**src/rtl/grey_pkg.sv**
```systemverilog
// Shared constants and types for the grey counter controller.
//   DIGITS     : number of counter digits scanned
//   DW         : bits per digit
//   INIT_W     : width of the preset word (DIGITS*DW)
//   BIT_CNT_W  : width of the serial-load bit counter
//   SEL_W      : width of the digit-select bus
//   state_t    : load FSM states
package grey_pkg;

    localparam int unsigned DIGITS    = 12;
    localparam int unsigned DW        = 5;
    localparam int unsigned INIT_W    = DIGITS * DW;
    localparam int unsigned BIT_CNT_W = 6;
    localparam int unsigned SEL_W     = 8;

    typedef enum logic [1:0] {
        IDLE  = 2'd0,
        SHIFT = 2'd1,
        APPLY = 2'd2
    } state_t;

endpackage

```
**src/rtl/grey_ctrl_if.sv**
```systemverilog
// Control/datapath bundle for grey_ctrl.
//   master : drives the i_* requests, observes the o_* results (bench / host)
//   slave  : the controller itself
//   i_load, i_sdata, i_run, i_manual, i_sel : load, serial data, run, scan mode, manual digit
//   o_init, o_load, o_cnt_en, o_sel, o_strobe, o_busy : preset, load strobe, enable, digit scan
interface grey_ctrl_if;
    import grey_pkg::*;

    logic              i_load;
    logic              i_sdata;
    logic              i_run;
    logic              i_manual;
    logic [SEL_W-1:0]  i_sel;
    logic [INIT_W-1:0] o_init;
    logic              o_load;
    logic              o_cnt_en;
    logic [SEL_W-1:0]  o_sel;
    logic              o_strobe;
    logic              o_busy;

    modport master (
        output i_load, i_sdata, i_run, i_manual, i_sel,
        input  o_init, o_load, o_cnt_en, o_sel, o_strobe, o_busy
    );

    modport slave (
        input  i_load, i_sdata, i_run, i_manual, i_sel,
        output o_init, o_load, o_cnt_en, o_sel, o_strobe, o_busy
    );

endinterface

```
**src/rtl/grey_scan.sv**
```systemverilog
// Digit-select generator for the multiplexed display.
//   i_clk, i_rst : clock, async active-high reset
//   i_manual     : 1 = follow i_sel (clamped), 0 = auto scan every SCAN_DIV clocks
//   i_sel        : manual digit request
//   o_sel        : registered digit select
//   o_strobe     : one-cycle pulse whenever o_sel changes
module grey_scan
    import grey_pkg::*;
#(
    parameter int unsigned SCAN_DIV = 4
) (
    input  logic             i_clk,
    input  logic             i_rst,
    input  logic             i_manual,
    input  logic [SEL_W-1:0] i_sel,
    output logic [SEL_W-1:0] o_sel,
    output logic             o_strobe
);

    localparam int unsigned      DIV_W    = (SCAN_DIV > 1) ? $clog2(SCAN_DIV) : 1;
    localparam logic [DIV_W-1:0] DIV_LAST = DIV_W'(SCAN_DIV - 1);
    localparam logic [SEL_W-1:0] SEL_LAST = SEL_W'(DIGITS - 1);

    logic [DIV_W-1:0] div;
    logic [SEL_W-1:0] sel_clamp;

    always_comb begin
        sel_clamp = (i_sel > SEL_LAST) ? SEL_LAST : i_sel;
    end

    always_ff @(posedge i_clk or posedge i_rst) begin
        if (i_rst) begin
            div      <= '0;
            o_sel    <= '0;
            o_strobe <= 1'b0;
        end else if (i_manual) begin
            // divider parked at 0 so auto scan resumes with a full dwell
            div      <= '0;
            o_sel    <= sel_clamp;
            o_strobe <= (sel_clamp != o_sel);
        end else if (div == DIV_LAST) begin
            div      <= '0;
            o_sel    <= (o_sel == SEL_LAST) ? '0 : o_sel + 8'd1;
            o_strobe <= 1'b1;
        end else begin
            div      <= div + 1'b1;
            o_strobe <= 1'b0;
        end
    end

endmodule

```
**src/rtl/grey_ctrl.sv**
```systemverilog
// Sequencer for the 12-digit grey counter datapath: serial preset load,
// one-cycle apply strobe, run gating and display digit scan.
//   i_clk, i_rst : clock, async active-high reset
//   bus (slave)  : i_load/i_sdata serial preset, i_run, i_manual/i_sel scan control;
//                  o_init/o_load preset, o_cnt_en, o_sel/o_strobe scan, o_busy
module grey_ctrl
    import grey_pkg::*;
#(
    parameter int unsigned SCAN_DIV = 4
) (
    input  logic        i_clk,
    input  logic        i_rst,
    grey_ctrl_if.slave  bus
);

    state_t                 state;
    logic [INIT_W-1:0]      shreg;
    logic [BIT_CNT_W-1:0]   bit_cnt;
    logic [INIT_W-1:0]      init_q;
    logic                   load_q;
    logic                   cnt_en_q;
    logic                   busy_q;

    always_ff @(posedge i_clk or posedge i_rst) begin
        if (i_rst) begin
            state    <= IDLE;
            shreg    <= '0;
            bit_cnt  <= '0;
            init_q   <= '0;
            load_q   <= 1'b0;
            cnt_en_q <= 1'b0;
            busy_q   <= 1'b0;
        end else begin
            load_q <= 1'b0;
            case (state)
                IDLE: begin
                    if (bus.i_load) begin
                        state    <= SHIFT;
                        busy_q   <= 1'b1;
                        cnt_en_q <= 1'b0;
                        bit_cnt  <= '0;
                    end else begin
                        cnt_en_q <= bus.i_run;
                    end
                end
                SHIFT: begin
                    cnt_en_q <= 1'b0;
                    // all 60 bits are shifted before the count reaches INIT_W;
                    // the terminal count cycle only hands over to APPLY
                    if (bit_cnt == BIT_CNT_W'(INIT_W)) begin
                        state <= APPLY;
                    end else begin
                        shreg   <= {shreg[INIT_W-2:0], bus.i_sdata};
                        bit_cnt <= bit_cnt + 1'b1;
                    end
                end
                APPLY: begin
                    init_q   <= shreg;
                    load_q   <= 1'b1;
                    busy_q   <= 1'b0;
                    cnt_en_q <= 1'b0;
                    state    <= IDLE;
                end
                default: begin
                    state  <= IDLE;
                    busy_q <= 1'b0;
                end
            endcase
        end
    end

    assign bus.o_init   = init_q;
    assign bus.o_load   = load_q;
    assign bus.o_cnt_en = cnt_en_q;
    assign bus.o_busy   = busy_q;

    grey_scan #(
        .SCAN_DIV (SCAN_DIV)
    ) u_scan (
        .i_clk    (i_clk),
        .i_rst    (i_rst),
        .i_manual (bus.i_manual),
        .i_sel    (bus.i_sel),
        .o_sel    (bus.o_sel),
        .o_strobe (bus.o_strobe)
    );

endmodule

```
**src/flat_wrapper.sv**
```systemverilog
// flat-port wrapper written by rule: the top's interface ports become plain ports
module grey_ctrl_flat import grey_pkg::*;
#(
    parameter int unsigned SCAN_DIV = 4
)
  (i_clk, i_rst, bus_i_load, bus_i_sdata, bus_i_run, bus_i_manual, bus_i_sel, bus_o_init, bus_o_load, bus_o_cnt_en, bus_o_sel, bus_o_strobe, bus_o_busy);
  grey_ctrl_if bus_i ();
  input  logic i_clk;
  input  logic i_rst;
  input wire logic [$bits(bus_i.i_load)-1:0] bus_i_load;
  input wire logic [$bits(bus_i.i_sdata)-1:0] bus_i_sdata;
  input wire logic [$bits(bus_i.i_run)-1:0] bus_i_run;
  input wire logic [$bits(bus_i.i_manual)-1:0] bus_i_manual;
  input wire logic [$bits(bus_i.i_sel)-1:0] bus_i_sel;
  output wire logic [$bits(bus_i.o_init)-1:0] bus_o_init;
  output wire logic [$bits(bus_i.o_load)-1:0] bus_o_load;
  output wire logic [$bits(bus_i.o_cnt_en)-1:0] bus_o_cnt_en;
  output wire logic [$bits(bus_i.o_sel)-1:0] bus_o_sel;
  output wire logic [$bits(bus_i.o_strobe)-1:0] bus_o_strobe;
  output wire logic [$bits(bus_i.o_busy)-1:0] bus_o_busy;
  assign bus_i.i_load = bus_i_load;
  assign bus_i.i_sdata = bus_i_sdata;
  assign bus_i.i_run = bus_i_run;
  assign bus_i.i_manual = bus_i_manual;
  assign bus_i.i_sel = bus_i_sel;
  assign bus_o_init = bus_i.o_init;
  assign bus_o_load = bus_i.o_load;
  assign bus_o_cnt_en = bus_i.o_cnt_en;
  assign bus_o_sel = bus_i.o_sel;
  assign bus_o_strobe = bus_i.o_strobe;
  assign bus_o_busy = bus_i.o_busy;
  grey_ctrl #(.SCAN_DIV(SCAN_DIV)) u_core (.i_clk(i_clk), .i_rst(i_rst), .bus(bus_i));
endmodule
```
**config.mk**
```make
export PLATFORM = sky130hd
export DESIGN_NAME = grey_ctrl_flat
export DESIGN_NICKNAME = d
export VERILOG_FILES = /design/src/rtl/grey_pkg.sv /design/src/rtl/grey_ctrl_if.sv /design/src/rtl/grey_scan.sv /design/src/rtl/grey_ctrl.sv /design/src/flat_wrapper.sv
export SDC_FILE = /design/constraint.sdc
export NUM_CORES = 1
export LEC_CHECK = 0
export CAP_MARGIN = 25
export CORE_ASPECT_RATIO = 1.5
export CORE_MARGIN = 3
export CORE_UTILIZATION = 40
export CTS_BUF_LIST = sky130_fd_sc_hd__clkbuf_4
export DETAILED_ROUTE_END_ITERATION = 10
export HOLD_SLACK_MARGIN = 0.12
export SLEW_MARGIN = 25
export SYNTH_ARGS = -nofsm -noshare
export SYNTH_HDL_FRONTEND = slang
export SYNTH_SLANG_ARGS = --single-unit
```
**constraint.sdc**
```tcl
create_clock -name i_clk -period 8.1 [get_ports i_clk]
set_input_delay 2.43 -clock i_clk [delete_from_list [all_inputs] [get_ports i_clk]]
set_output_delay 2.43 -clock i_clk [all_outputs]
set_load 0.005 [all_outputs]
```
# Yosys cells after proc, flatten, opt, wreduce, memory -nomap -nowiden
# Index checks and enable logic that the tools add are counted.
word_totals:
  word_cells: 53
  ff_bits: 142
op_classes:
  mux: 19
  add_sub_neg: 3
  bitwise_logic: 2
  n_eq_ne: 9
  n_reduce_logical: 9
  order_cmp: 1
ops:
  columns: ["op", "n"]
  rows:
  - ["two-way mux 8 bit", 4]
  - ["two-way mux 6 bit", 2]
  - ["case mux 6 bit (2 select lines)", 1]
  - ["adder 8 x 1 -> 8 bit (second input constant)", 1]
  - ["equality test 8 x 4 -> 1 bit (second input constant)", 1]
  - ["> comparator 8 x 4 -> 1 bit (second input constant)", 1]
  - ["two-way mux 2 bit", 4]
  - ["!= test 8 bit", 1]
  - ["adder 6 x 1 -> 6 bit (second input constant)", 1]
  - ["equality test 6 bit (second input constant)", 1]
  - ["AND reduction 2 bit", 3]
  - ["nonzero test 2 bit", 3]
  - ["two-way mux 1 bit", 5]
  - ["equality test 2 bit (second input constant)", 2]
  - ["!= test 2 bit (second input constant)", 2]
  - ["case mux 1 bit (2 select lines)", 2]
  - ["case mux 2 bit (2 select lines)", 1]
  - ["AND reduction 3 bit", 1]
  - ["adder 2 x 1 -> 2 bit (second input constant)", 1]
  - ["equality test 2 x 1 -> 1 bit (second input constant)", 1]
  - ["logical NOT 2 bit", 1]
  - ["!= test 2 x 1 -> 1 bit (second input constant)", 1]
  - ["NOT 1 bit", 2]
  - ["OR reduction 2 bit", 1]

# Logic depth before layout (Yosys ltp)
# Gate-level depths: netlist (run 1).
depth:
  word_depth: 4
  ltp_mapped: 9
  mapped_depth_nobuf: 6

# Cells and area by module
# Synthesis (run 1) repeated with hierarchy kept, for this count alone.
hier_totals:
  hier_cells: 390
  area_unflattened_um2: 5809.3
by_module_without_submodules:
  columns: ["mod", "area_per_inst_um2", "seq_area_each_um2", "instances", "cells_per_inst"]
  rows:
  - ["grey_ctrl", 5099.9, 3278.1, 1, 315]
  - ["grey_scan", 709.4, 275.3, 1, 75]

# Least setup slack after synthesis (run 1)
# Ideal clock, no wire load.
synth_timing:
  kind: "input to register"
  startpoint: "in bus_i_sel[7]"
  endpoint: "reg u_core.u_scan.o_sel[3]"
  path_slack_ns: 4.436
  t_required_ns: 7.974
  arrival_time_ns: 3.538
  stages: 4
  path_buffers: 0
  setup_time_ns: 0.126
  path_cell_list: "or4_1 nor2_1 inv_1 a221o_1"
synth_via:
  elab_chain_cells: 3
synth_lines:
  columns: ["item", "line_no", "rtl"]
  rows:
  - ["start, declared", "flat_wrapper.sv:14", "input wire logic [$bits(bus_i.i_sel)-1:0] bus_i_sel;"]
  - ["> comparator 8 x 4 -> 1 bit", "grey_scan.sv:28", "sel_clamp = (i_sel > SEL_LAST) ? SEL_LAST : i_sel;"]
  - ["two-way mux 8 bit", "grey_scan.sv:28", null]
  - ["two-way mux 8 bit", "grey_scan.sv:36", "end else if (i_manual) begin"]
  - ["end signal, assigned", "grey_scan.sv:39", "o_sel <= sel_clamp;"]
  - ["end signal, assigned", "grey_scan.sv:43", "o_sel <= (o_sel == SEL_LAST) ? '0 : o_sel + 8'd1;"]
  - ["end, declared", "grey_scan.sv:16", "output logic [SEL_W-1:0] o_sel,"]
# No other way between the ends.
# A chain may end at the register's enable or synchronous reset.

# Worst setup path in the final report (run 1)
layout_timing:
  startpoint: "reg u_core.u_scan.o_sel[2]"
  endpoint: "out bus_o_sel[2]"
layout_lines:
  columns: ["item", "line_no", "rtl"]
  rows:
  - ["end, declared", "flat_wrapper.sv:18", "output wire logic [$bits(bus_i.o_sel)-1:0] bus_o_sel;"]
# No word-level cell between the ends.

==> metrics.md, run 1 <==
| Metric | Value |
|---|---|
| Syn Area/Cell | `14.6 um2` |
| Register area share after synthesis | `0.618` |
| DRT Wirelength | `10.3 mm` |
| Reg power frac | `0.515` |
| Drt drc | `0` |
| RSZ-0062 raised after global routing | `false` |
| Setup tns final | `0 ns` |
| Initial Util | `0.409` |
| Tot Pwr | `1.69 mW` |
| CP Cell Sequence | `clkdlybuf4s50_1` |
| Initial antenna violation count | `1` |
| WP data required | `5.67 ns` |
| Cts repair resizes | `0` |
| Logic pwr share | `0.197` |
| Pin count of the biggest net entering global routing | `around 90` |
| Die X | `about 100 um` |
| HP Class | `flip-flop to flip-flop` |
| Vias in the first global route | `3608` |
| Worst Reg-to-Reg Cells | `5` |
| Outcome | `complete, no violations` |
| VDD IR max | `about 110 uV` |
| CP startpoint | `u_core.u_scan.o_sel[2]` |
| Area leader, netlist | `dfrtp_1` |
| Switching portion of total power | `0.287` |
| Vias post-DR | `3435` |
| Nature of the critical path endpoint | `output pin` |
| RR Startpoint | `u_core.state[1]` |
| Crit path time final | `4.03 ns` |
| Post-Syn Area | `0.00575 mm2` |
| Top delay family on crit path | `buffers and inverters` |
| Antenna-violating nets left | `0` |
| Lkg Pwr | `approximately 3.3 nW` |
| R2r endpoint | `u_core.shreg[27]` |
| First-pass GRT wire length | `17.6 mm` |
| Synthesis-stage register bit count | `between 100 and 150` |
| Layout area overhead | `24.0%` |
| Psw | `between 400 and 500 uW` |
| Clock skew | `~0.020 ns` |
| Final Hold Viols | `0` |
| Startpoint Class | `flip-flop` |
| GRT Util Overall | `0.136` |
| First DRT Iteration DRCs | `112` |
| Tcrit/Tclk final | `0.498` |
| Async set or reset register ratio after synthesis | `1.00` |
| Net Count, Synth | `417` |
| Skew-Pair Late Insertion Delay | `0.51 ns` |
| Chip Height | `~150 um` |
| Post-DP HPWL | `a little under 7 mm` |
| Routed length per instance | `around 15 um` |
| Commonest cells post-synth | `142 x dfrtp_1, 121 x mux2_2, 11 x nand2_1, 10 x inv_1, 9 x o21ai_0` |
| Area contributors post-synth | `dfrtp_1 62%, mux2_2 24%, ha_1 1.7%, o21ai_0 0.78%, nand2_1 0.72%` |
| Post-CTS Setup Inserts | `0` |
| GRT overflow | `0` |
| CTS buffer count | `17` |
| Die ar. | `between 0.015 and 0.02 mm2` |
| Worst Path Buf+Inv | `1` |
| R2R setup slack | `a little under 6 ns` |
| Slew Limit Fails | `0` |
| I/O pin count | `86` |
| H-tree Lvls | `4` |
| Final #Nets | `~510` |
| Cell Int Power | `1.20 mW` |
| CTS Hold Buffers Added | `0` |
| Max-cap violations | `0` |
| Reg clk slew, reported paths | `0.12 ns` |
| Library cells used by synthesis | `45` |
| Clk sinks | `142` |
| Top cell type's share of synthesized area | `0.618` |
| CTS root buf | `clkbuf_4` |
| Clk network pwr share | `0.288` |
| Arrival time at the worst endpoint | `1.60 ns` |
| Clock Tree Buf Depth | `2` |
| CP max stage delay | `0.57 ns` |
| CTS tree | `done` |
| Syn Inst Count | `395` |
| Fill cells | `1266` |
| Site Rows | `53` |
| Worst setup path end | `bus_o_sel[2]` |
| CP Class | `flip-flop to output pin` |
| Worst slew pin tran | `0.900 ns` |
| CP Depth | `1` |
| Buffers added on ports | `85` |
| Post-synth EDFFs | `0` |
| Pwr/cell area | `237 mW/mm2` |
| First drt pass iteration count | `4` |
| Slew HR | `0.400` |
| Layout cells sized above 1 | `0.337` |
| Core box area | `0.0141 mm2` |
| Fmax | `248 MHz` |
| Crit Path Max Fanout | `9` |
| Final setup vio count | `0` |
| Number of synthesis warnings | `0` |
| Main synth FF type | `dfrtp_1` |
| GPL Wtd Cong | `between 0.7 and 0.8` |
| DR vias/cell | `roughly 5` |
| Worst path slowest cell | `clkdlybuf4s50_1` |
| Count leader, synth | `dfrtp_1` |
sequential cells by signal, summed over array words and instances, names as in the netlist:
signal and flops:
u_core.bus.o_init 60, u_core.bus.o_cnt_en 1, u_core.bit_cnt 6, u_core.u_scan.o_sel 8
u_core.bus.o_busy 1, u_core.u_scan.o_strobe 1, u_core.state 2, u_core.bus.o_load 1
u_core.u_scan.div 2, u_core.shreg 60
placed cells by master (no fill, tap or decap), drive strengths merged, types with 2 or more instances in the layout:
master and n:
a21o 3, a21oi 7, and2 3, and3 5, buf 2, bufinv 3, clkbuf 18, clkdlybuf4s50 85
clkinv 3, clkinvlp 4, dfrtp 142, ha 8, inv 14, mux2 121, nand2 11, nand2b 5
nand3 4, nand4 5, nor2 8, nor2b 3, nor3b 3, o211ai 3, o21ai 10, o221ai 2
or2 3, or3 3, or4 3, xor2 2
routing by layer:
metal / share of wire / wire, um / vias to the layer above / track usage
met3: 0.047 / 484 / 9 / 0.0384
li1: - / - / 1611 / -
met2: 0.51 / 5220 / 77 / 0.230
met5: 0 / 0 / - / 0
met1: 0.43 / 4440 / 1738 / 0.163
met4: 0.012 / 123 / 0 / 0.0551
kinds of logic (layout without fill, tap and decap cells):
logic type / after synthesis / count (layout) / synth area share
mux: 122 / 122 / 0.239
other cells: 0 / 1 / 0
simple gates: 59 / 59 / 0.0581
buf+inv: 25 / 129 / 0.0176
fa+ha+maj: 8 / 8 / 0.0174
xor+xnor: 2 / 2 / 0.00305
compound gates: 37 / 37 / 0.0472
flops: 142 / 142 / 0.618
how the worst min path moves through the flow:
stage / slack [ns] / cells past startpoint / end / from
final: 0.44 / 1 / u_core.u_scan.div[0] / u_core.u_scan.div[0]
after detailed placement: 0.43 / 1 / u_core.u_scan.div[0] / u_core.u_scan.div[0]
after global routing: 0.47 / 1 / u_core.u_scan.div[0] / u_core.u_scan.div[0]
after floorplan: 0.41 / 1 / u_core.u_scan.div[0] / u_core.u_scan.div[0]
after global placement: 0.43 / 1 / u_core.u_scan.div[0] / u_core.u_scan.div[0]
after CTS: 0.44 / 1 / u_core.u_scan.div[0] / u_core.u_scan.div[0]
through the flow:
| step | instances | setup slack, ns | cell area (um2) | hold slack [ns] | util |
|---|---|---|---|---|---|
| final | 692 | 4.07 | 7130 | 0.442 | 0.507 |
| after global routing | 692 | 3.97 | 7130 | 0.475 | 0.507 |
| after global placement | 659 | 3.87 | 6810 | 0.428 | 0.484 |
| after CTS | 691 | 4.00 | 7130 | 0.445 | 0.507 |
| after floorplan | 395 | 1.86 | 5750 | 0.409 | - |
| after detailed placement | 659 | 3.84 | 6810 | 0.427 | 0.484 |
power groups by stage:
stage / combinational (mW) / sequential, mW / clock, mW
floorplan: 0.276 / 0.861 / 0
CTS: 0.340 / 0.870 / 0.508
detailed placement: 0.340 / 0.884 / 0
global placement: 0.329 / 0.881 / 0
global route: 0.371 / 0.884 / 0.535
finish: 0.333 / 0.869 / 0.485
area by class of cell:
class | instances | area [um2] | area share
repair buffers | 87 | 866 | 0.121
diodes | 1 | 2.50 | 0.000351
multi-input cells | 228 | 2110 | 0.295
inverters | 10 | 42.5 | 0.00597
clock buffers | 18 | 135 | 0.0190
well taps | 192 | 240 | 0.0337
flip-flops and latches | 142 | 3550 | 0.498
clock inverters | 14 | 184 | 0.0258
Power figures use the tool's default switching activity.
==> run 2, diff against run 1 <==
==> constraint.sdc (replaced) <==
create_clock -name i_clk -period 3.3 [get_ports i_clk]
set_input_delay 0.99 -clock i_clk [delete_from_list [all_inputs] [get_ports i_clk]]
set_output_delay 0.99 -clock i_clk [all_outputs]
set_load 0.005 [all_outputs]
==> run 2 against run 1 <==
  * Highest routed layer unchanged
  * Non-clock buffer count is 3 higher
  * Clock skew is 0.0013 ns lower
  * Cell count is 0.29% higher
==> metrics.md, run 2 (same netlist as run 1, synthesis figures left out) <==
| Metric | Value |
|---|---|
| Outcome | `complete, no violations` |
| Logic pwr share | `0.196` |
| Finished Core Util | `0.512` |
| Post-DP HPWL | `about 6.9 mm` |
| Arrival time at the worst endpoint | `1.65 ns` |
| Crit Path Max Fanout | `9` |
| GRT Util Overall | `0.136` |
| Vias post-DR | `3457` |
| CTS root buf | `clkbuf_4` |
| Core box area | `0.0141 mm2` |
| First DRT Iteration DRCs | `92` |
| GRT overflow | `0` |
| Max-cap violations | `0` |
| Vias in the first global route | `3585` |
| Site Rows | `between 50 and 60` |
| Register area | `0.00355 mm2` |
| Commonest non-fill, non-tap cell in the layout | `dfrtp_1` |
| Pin count of the biggest net entering global routing | `63` |
| HP Class | `flip-flop to flip-flop` |
| Crit path time final | `2.64 ns` |
| WP data required | `between 2 and 2.5 ns` |
| Worst Path Buf+Inv | `1` |
| DRT Wirelength | `10.3 mm` |
| CTS tree | `done` |
| CTS buffer count | `17` |
| R2R setup slack | `1.12 ns` |
| Die X | `around 100 um` |
| Pwr/cell area | `around 580 mW/mm2` |
| Slew Limit Fails | `0` |
| Cts repair resizes | `0` |
| Psw | `1.16 mW` |
| DP Cell Count | `662` |
| Non-Filler Instances | `694` |
| Setup tns final | `0 ns` |
| GR Layer Usage met3 | `0.0452` |
| Routed length per instance | `14.9 um` |
| Die ar. | `0.0159 mm2` |
| Chip Height | `153 um` |
| Reg clk slew, reported paths | `0.12 ns` |
| Met2 Resource Use GR | `0.231` |
| Slew HR | `0.398` |
| Final Hold Viols | `0` |
| Final instance area | `0.00720 mm2` |
| Nature of the critical path endpoint | `output pin` |
| Cell Int Power | `3.02 mW` |
| Final #Nets | `511` |
| DR vias/cell | `4.98` |
| Global Route met1 Usage | `0.156` |
| First drt pass iteration count | `4` |
| RSZ-0062 raised after global routing | `false` |
| Gr busiest metal | `met2` |
| Clk network pwr share | `0.294` |
| First-pass GRT wire length | `17.5 mm` |
| CP Class | `flip-flop to output pin` |
| Lkg Pwr | `~3.4 nW` |
| Worst slew pin tran | `0.902 ns` |
| Final setup vio count | `0` |
| Dpl cell area | `about 0.007 mm2` |
| Clk sinks | `142` |
| CP Cell Sequence | `clkdlybuf4s50_1` |
| Antenna-violating nets left | `0` |
| Switching portion of total power | `0.278` |
| Reg power frac | `0.510` |
| Post-CTS Setup Inserts | `0` |
| Buffers added on ports | `85` |
| Skew-Pair Late Insertion Delay | `0.51 ns` |
| CP max stage delay | `between 0.5 and 0.6 ns` |
| Initial Util | `0.409` |
| Tcrit/Tclk final | `0.799` |
| Layout cells sized above 1 | `0.339` |
| Worst path slowest cell | `clkdlybuf4s50_1` |
| H-tree Lvls | `4` |
| GPL Wtd Cong | `0.752` |
| Drt drc | `0` |
| Initial antenna violation count | `1` |
| Area of the multi-input gates | `0.00211 mm2` |
| Layout area overhead | `25.1%` |
| VDD IR max | `about 300 uV` |
| Clock Tree Buf Depth | `2` |
| Fmax | `379 MHz` |
| Startpoint Class | `flip-flop` |
| Top delay family on crit path | `buffers and inverters` |
| Clock skew | `0.0189 ns` |
| I/O pin count | `86` |
| Most frequent cells in the layout | `142 x dfrtp_1, 121 x mux2_2, 85 x clkdlybuf4s50_1` |
| CTS Hold Buffers Added | `0` |
| Fill cells | `roughly 1.3k` |
-- run 2: cell count changes in the layout (fill, tap and decap cells not counted) --
cell        change
buf_12          +3
bufinv_16       +1
clkinv_2        +2
clkinv_4        +1
clkinvlp_4      -2
inv_6           -2
inv_8           -1
-- run 2: power by group through the flow --
stage / clock network, mW / registers, mW / logic, mW
detailed placement: 0 / 2.17 / 0.834
CTS: 1.28 / 2.14 / 0.839
floorplan: 0 / 2.11 / 0.679
global route: 1.34 / 2.17 / 0.921
finish: 1.23 / 2.13 / 0.818
global placement: 0 / 2.16 / 0.815
-- run 2: metrics by stage --
stage	hold WS (ns)	power [mW]	setup slack, ns
4_1_cts	0.452	4.26	0.606
5_1_grt	0.469	4.44	0.532
3_3_place_gp	0.424	2.98	0.591
6_report	0.449	4.18	0.664
3_5_place_dp	0.427	3.00	0.557
2_1_floorplan	0.409	2.79	0.533
-- run 2: path summary, 6_finish.rpt --
path | to | depth (start not counted) | start
worst max-delay path | bus_o_sel[2] | 1 | u_core.u_scan.o_sel[2]
worst min register to register | u_core.u_scan.div[0] | 1 | u_core.u_scan.div[0]
worst min-delay path | u_core.u_scan.div[0] | 1 | u_core.u_scan.div[0]
max in group asynchronous | u_core.shreg[11] | 3 | i_rst
worst max register to register | u_core.shreg[33] | 5 | u_core.state[1]
min in group asynchronous | u_core.bus.o_init[47] | 2 | i_rst
-- run 2: per-layer routing --
| layer | up-vias | share of wire |
|---|---|---|
| met5 | - | 0 |
| met4 | 0 | 0.014 |
| met3 | 8 | 0.048 |
| met2 | 71 | 0.51 |
| met1 | 1771 | 0.43 |
| li1 | 1607 | - |
-- run 2: layout make-up --
type,count,area share
repair buffers,90,0.129
clock inverters,13,0.0264
multi-input cells,228,0.293
clock buffers,18,0.0188
diodes,1,0.000348
flip-flops and latches,142,0.494
well taps,192,0.0334
inverters,10,0.00574
==> run 3, diff against run 2 <==
==> constraint.sdc (replaced) <==
create_clock -name i_clk -period 2.4 [get_ports i_clk]
set_input_delay 0.72 -clock i_clk [delete_from_list [all_inputs] [get_ports i_clk]]
set_output_delay 0.72 -clock i_clk [all_outputs]
set_load 0.005 [all_outputs]
==> run 3 against run 2 <==
  * Routed wire length down 1.1%
  * Sequential share of layout area shrank 0.54 points
  * Worst hold slack got worse by 0.0040 ns
  * Largest cell class unchanged
  * Clock power rose by 51%
==> metrics.md, run 3 (same netlist as run 1, synthesis figures left out) <==
| Metric | Value |
|---|---|
| H-tree Lvls | `4` |
| Slew HR | `0.403` |
| GRT Util Overall | `0.135` |
| Reg clk slew, reported paths | `0.11 ns` |
| Final WS setup | `0.116 ns` |
| Most frequent cells in the layout | `141 x dfrtp_1, 121 x mux2_2, 85 x clkdlybuf4s50_1` |
| CTS root buf | `clkbuf_4` |
| Layout cells sized above 1 | `0.348` |
| CP Cell Sequence | `clkdlybuf4s50_1` |
| Pwr/cell area | `816 mW/mm2` |
| Chip Height | `153 um` |
| RR Startpoint | `u_core.bit_cnt[0]` |
| First-pass GRT wire length | `17.5 mm` |
| First DRT Iteration DRCs | `88` |
| Fmax | `~440 MHz` |
| HP Class | `flip-flop to flip-flop` |
| Site Rows | `53` |
| CP max stage delay | `0.56 ns` |
| Worst Path Buf+Inv | `1` |
| Clk sinks | `142` |
| Antenna-violating nets left | `0` |
| Tcrit/Tclk final | `0.952` |
| Routed length per instance | `14.6 um` |
| CP Class | `flip-flop to output pin` |
| DR vias/cell | `4.94` |
| CTS Hold Buffers Added | `0` |
| Pin count of the biggest net entering global routing | `63` |
| Die X | `104 um` |
| Post-Place Setup Slack | `-0.0133 ns` |
| RSZ-0062 raised after global routing | `false` |
| Final setup vio count | `0` |
| Initial antenna violation count | `1` |
| Crit Path Max Fanout | `8` |
| GPL Wtd Cong | `0.797` |
| CTS buffer count | `17` |
| First drt pass iteration count | `6` |
| Skew-Pair Late Insertion Delay | `0.52 ns` |
| Slew Limit Fails | `0` |
| Lkg Pwr | `3.42 nW` |
| CTS tree | `done` |
| Layout area overhead | `26.6%` |
| Vias in the first global route | `3521` |
| DRT Wirelength | `10.2 mm` |
| Arrival time at the worst endpoint | `between 1.5 and 2 ns` |
| Final Hold Viols | `0` |
| CP startpoint | `u_core.u_scan.o_sel[3]` |
| Top delay family on crit path | `buffers and inverters` |
| Drt drc | `0` |
| Vias post-DR | `3452` |
| GRT overflow | `0` |
| Dpl cell area | `0.00691 mm2` |
| Fill cells | `~1.2k` |
| Core box area | `0.0141 mm2` |
| Nature of the critical path endpoint | `output pin` |
| Die ar. | `0.0159 mm2` |
| HP Start | `u_core.u_scan.div[0]` |
| Buffers added on ports | `85` |
| I/O pin count | `86` |
| Outcome | `complete, no violations` |
| Post-DP HPWL | `6.84 mm` |
| Final #Nets | `515` |
| Startpoint Class | `flip-flop` |
| VDD IR max | `449 uV` |
| Crit path time final | `around 2.3 ns` |
| Clock skew | `about 0.020 ns` |
| Worst slew pin tran | `between 0.8 and 0.9 ns` |
| Max-cap violations | `0` |
| Initial Util | `0.409` |
| Final instance area | `0.00728 mm2` |
| Clock Tree Buf Depth | `2` |
| WP data required | `1.68 ns` |
| Commonest non-fill, non-tap cell in the layout | `dfrtp_1` |
| Worst path slowest cell | `clkdlybuf4s50_1` |
## run 3: cell count changes in the layout (fill, tap and decap cells not counted), sizes merged
cell | previous run | this run
clkinvlp | 2 | 3
buf | 5 | 9
bufinv | 4 | 5
clkinv | 6 | 2
inv | 11 | 14
## run 3: what timing repair did
item                                    in CTS  in global routing
gates resized for setup                      1                  0
endpoints found under the setup margin       1                  0
buffers inserted                             0                  0
hold endpoints to repair                     0                  0
## run 3: stage by stage
| step | setup TNS [ns] | hold WS [ns] | std cells | utilization | total power, mW |
|---|---|---|---|---|---|
| 2_1_floorplan | -13.78 | 0.409 | 395 | - | 3.84 |
| 3_3_place_gp | 0 | 0.423 | 666 | 0.492 | 4.11 |
| 3_5_place_dp | -0.0133 | 0.437 | 666 | 0.492 | 4.15 |
| 4_1_cts | 0 | 0.451 | 698 | 0.518 | 6.06 |
| 5_1_grt | 0 | 0.466 | 699 | 0.518 | 6.30 |
| 6_report | 0 | 0.445 | 699 | 0.518 | 5.94 |
## run 3: final timing paths
path	cells past startpoint	to	slack, ns
setup / recovery	1	bus_o_sel[3]	0.12
hold / removal	1	u_core.u_scan.div[0]	0.45
min in group asynchronous	3	u_core.shreg[58]	0.65
setup reg to reg	4	u_core.shreg[47]	0.28
hold reg to reg	1	u_core.u_scan.div[0]	0.45
max in group asynchronous	3	u_core.u_scan.o_sel[2]	1.41
## run 3: report_power, final
group | internal (mW) | switching [mW]
sequential | 2.70 | 0.230
combinational | 0.620 | 0.526
clock | 0.967 | 0.896
## run 3: cell type report
class | instances | area (um2) | share of cell area
multi-input cells | 228 | 2110 | 0.289
clock inverters | 14 | 229 | 0.0315
well taps | 192 | 240 | 0.0330
clock buffers | 18 | 135 | 0.0186
diodes | 1 | 2.50 | 0.000344
inverters | 10 | 41.3 | 0.00567
repair buffers | 94 | 968 | 0.133
flip-flops and latches | 142 | 3550 | 0.488
## run 3: worst register-to-register path, delay by kind of cell (launching register included)
family | cells | cell delay, ns
adders and majority gates | 1 | 0.23
AOI/OAI and AO/OA | 1 | 0.75
buffers and inverters | 1 | 0.11
DFF | 1 | 0.46
muxes | 1 | 0.47
## run 3: layer usage
layer / wire length [um] / GRT usage / vias up
li1: - / - / 1631
met3: 435 / 0.0452 / 11
met1: 4450 / 0.158 / 1737
met2: 5190 / 0.226 / 73
met4: 129 / 0.0551 / 0
met5: 0 / 0 / -
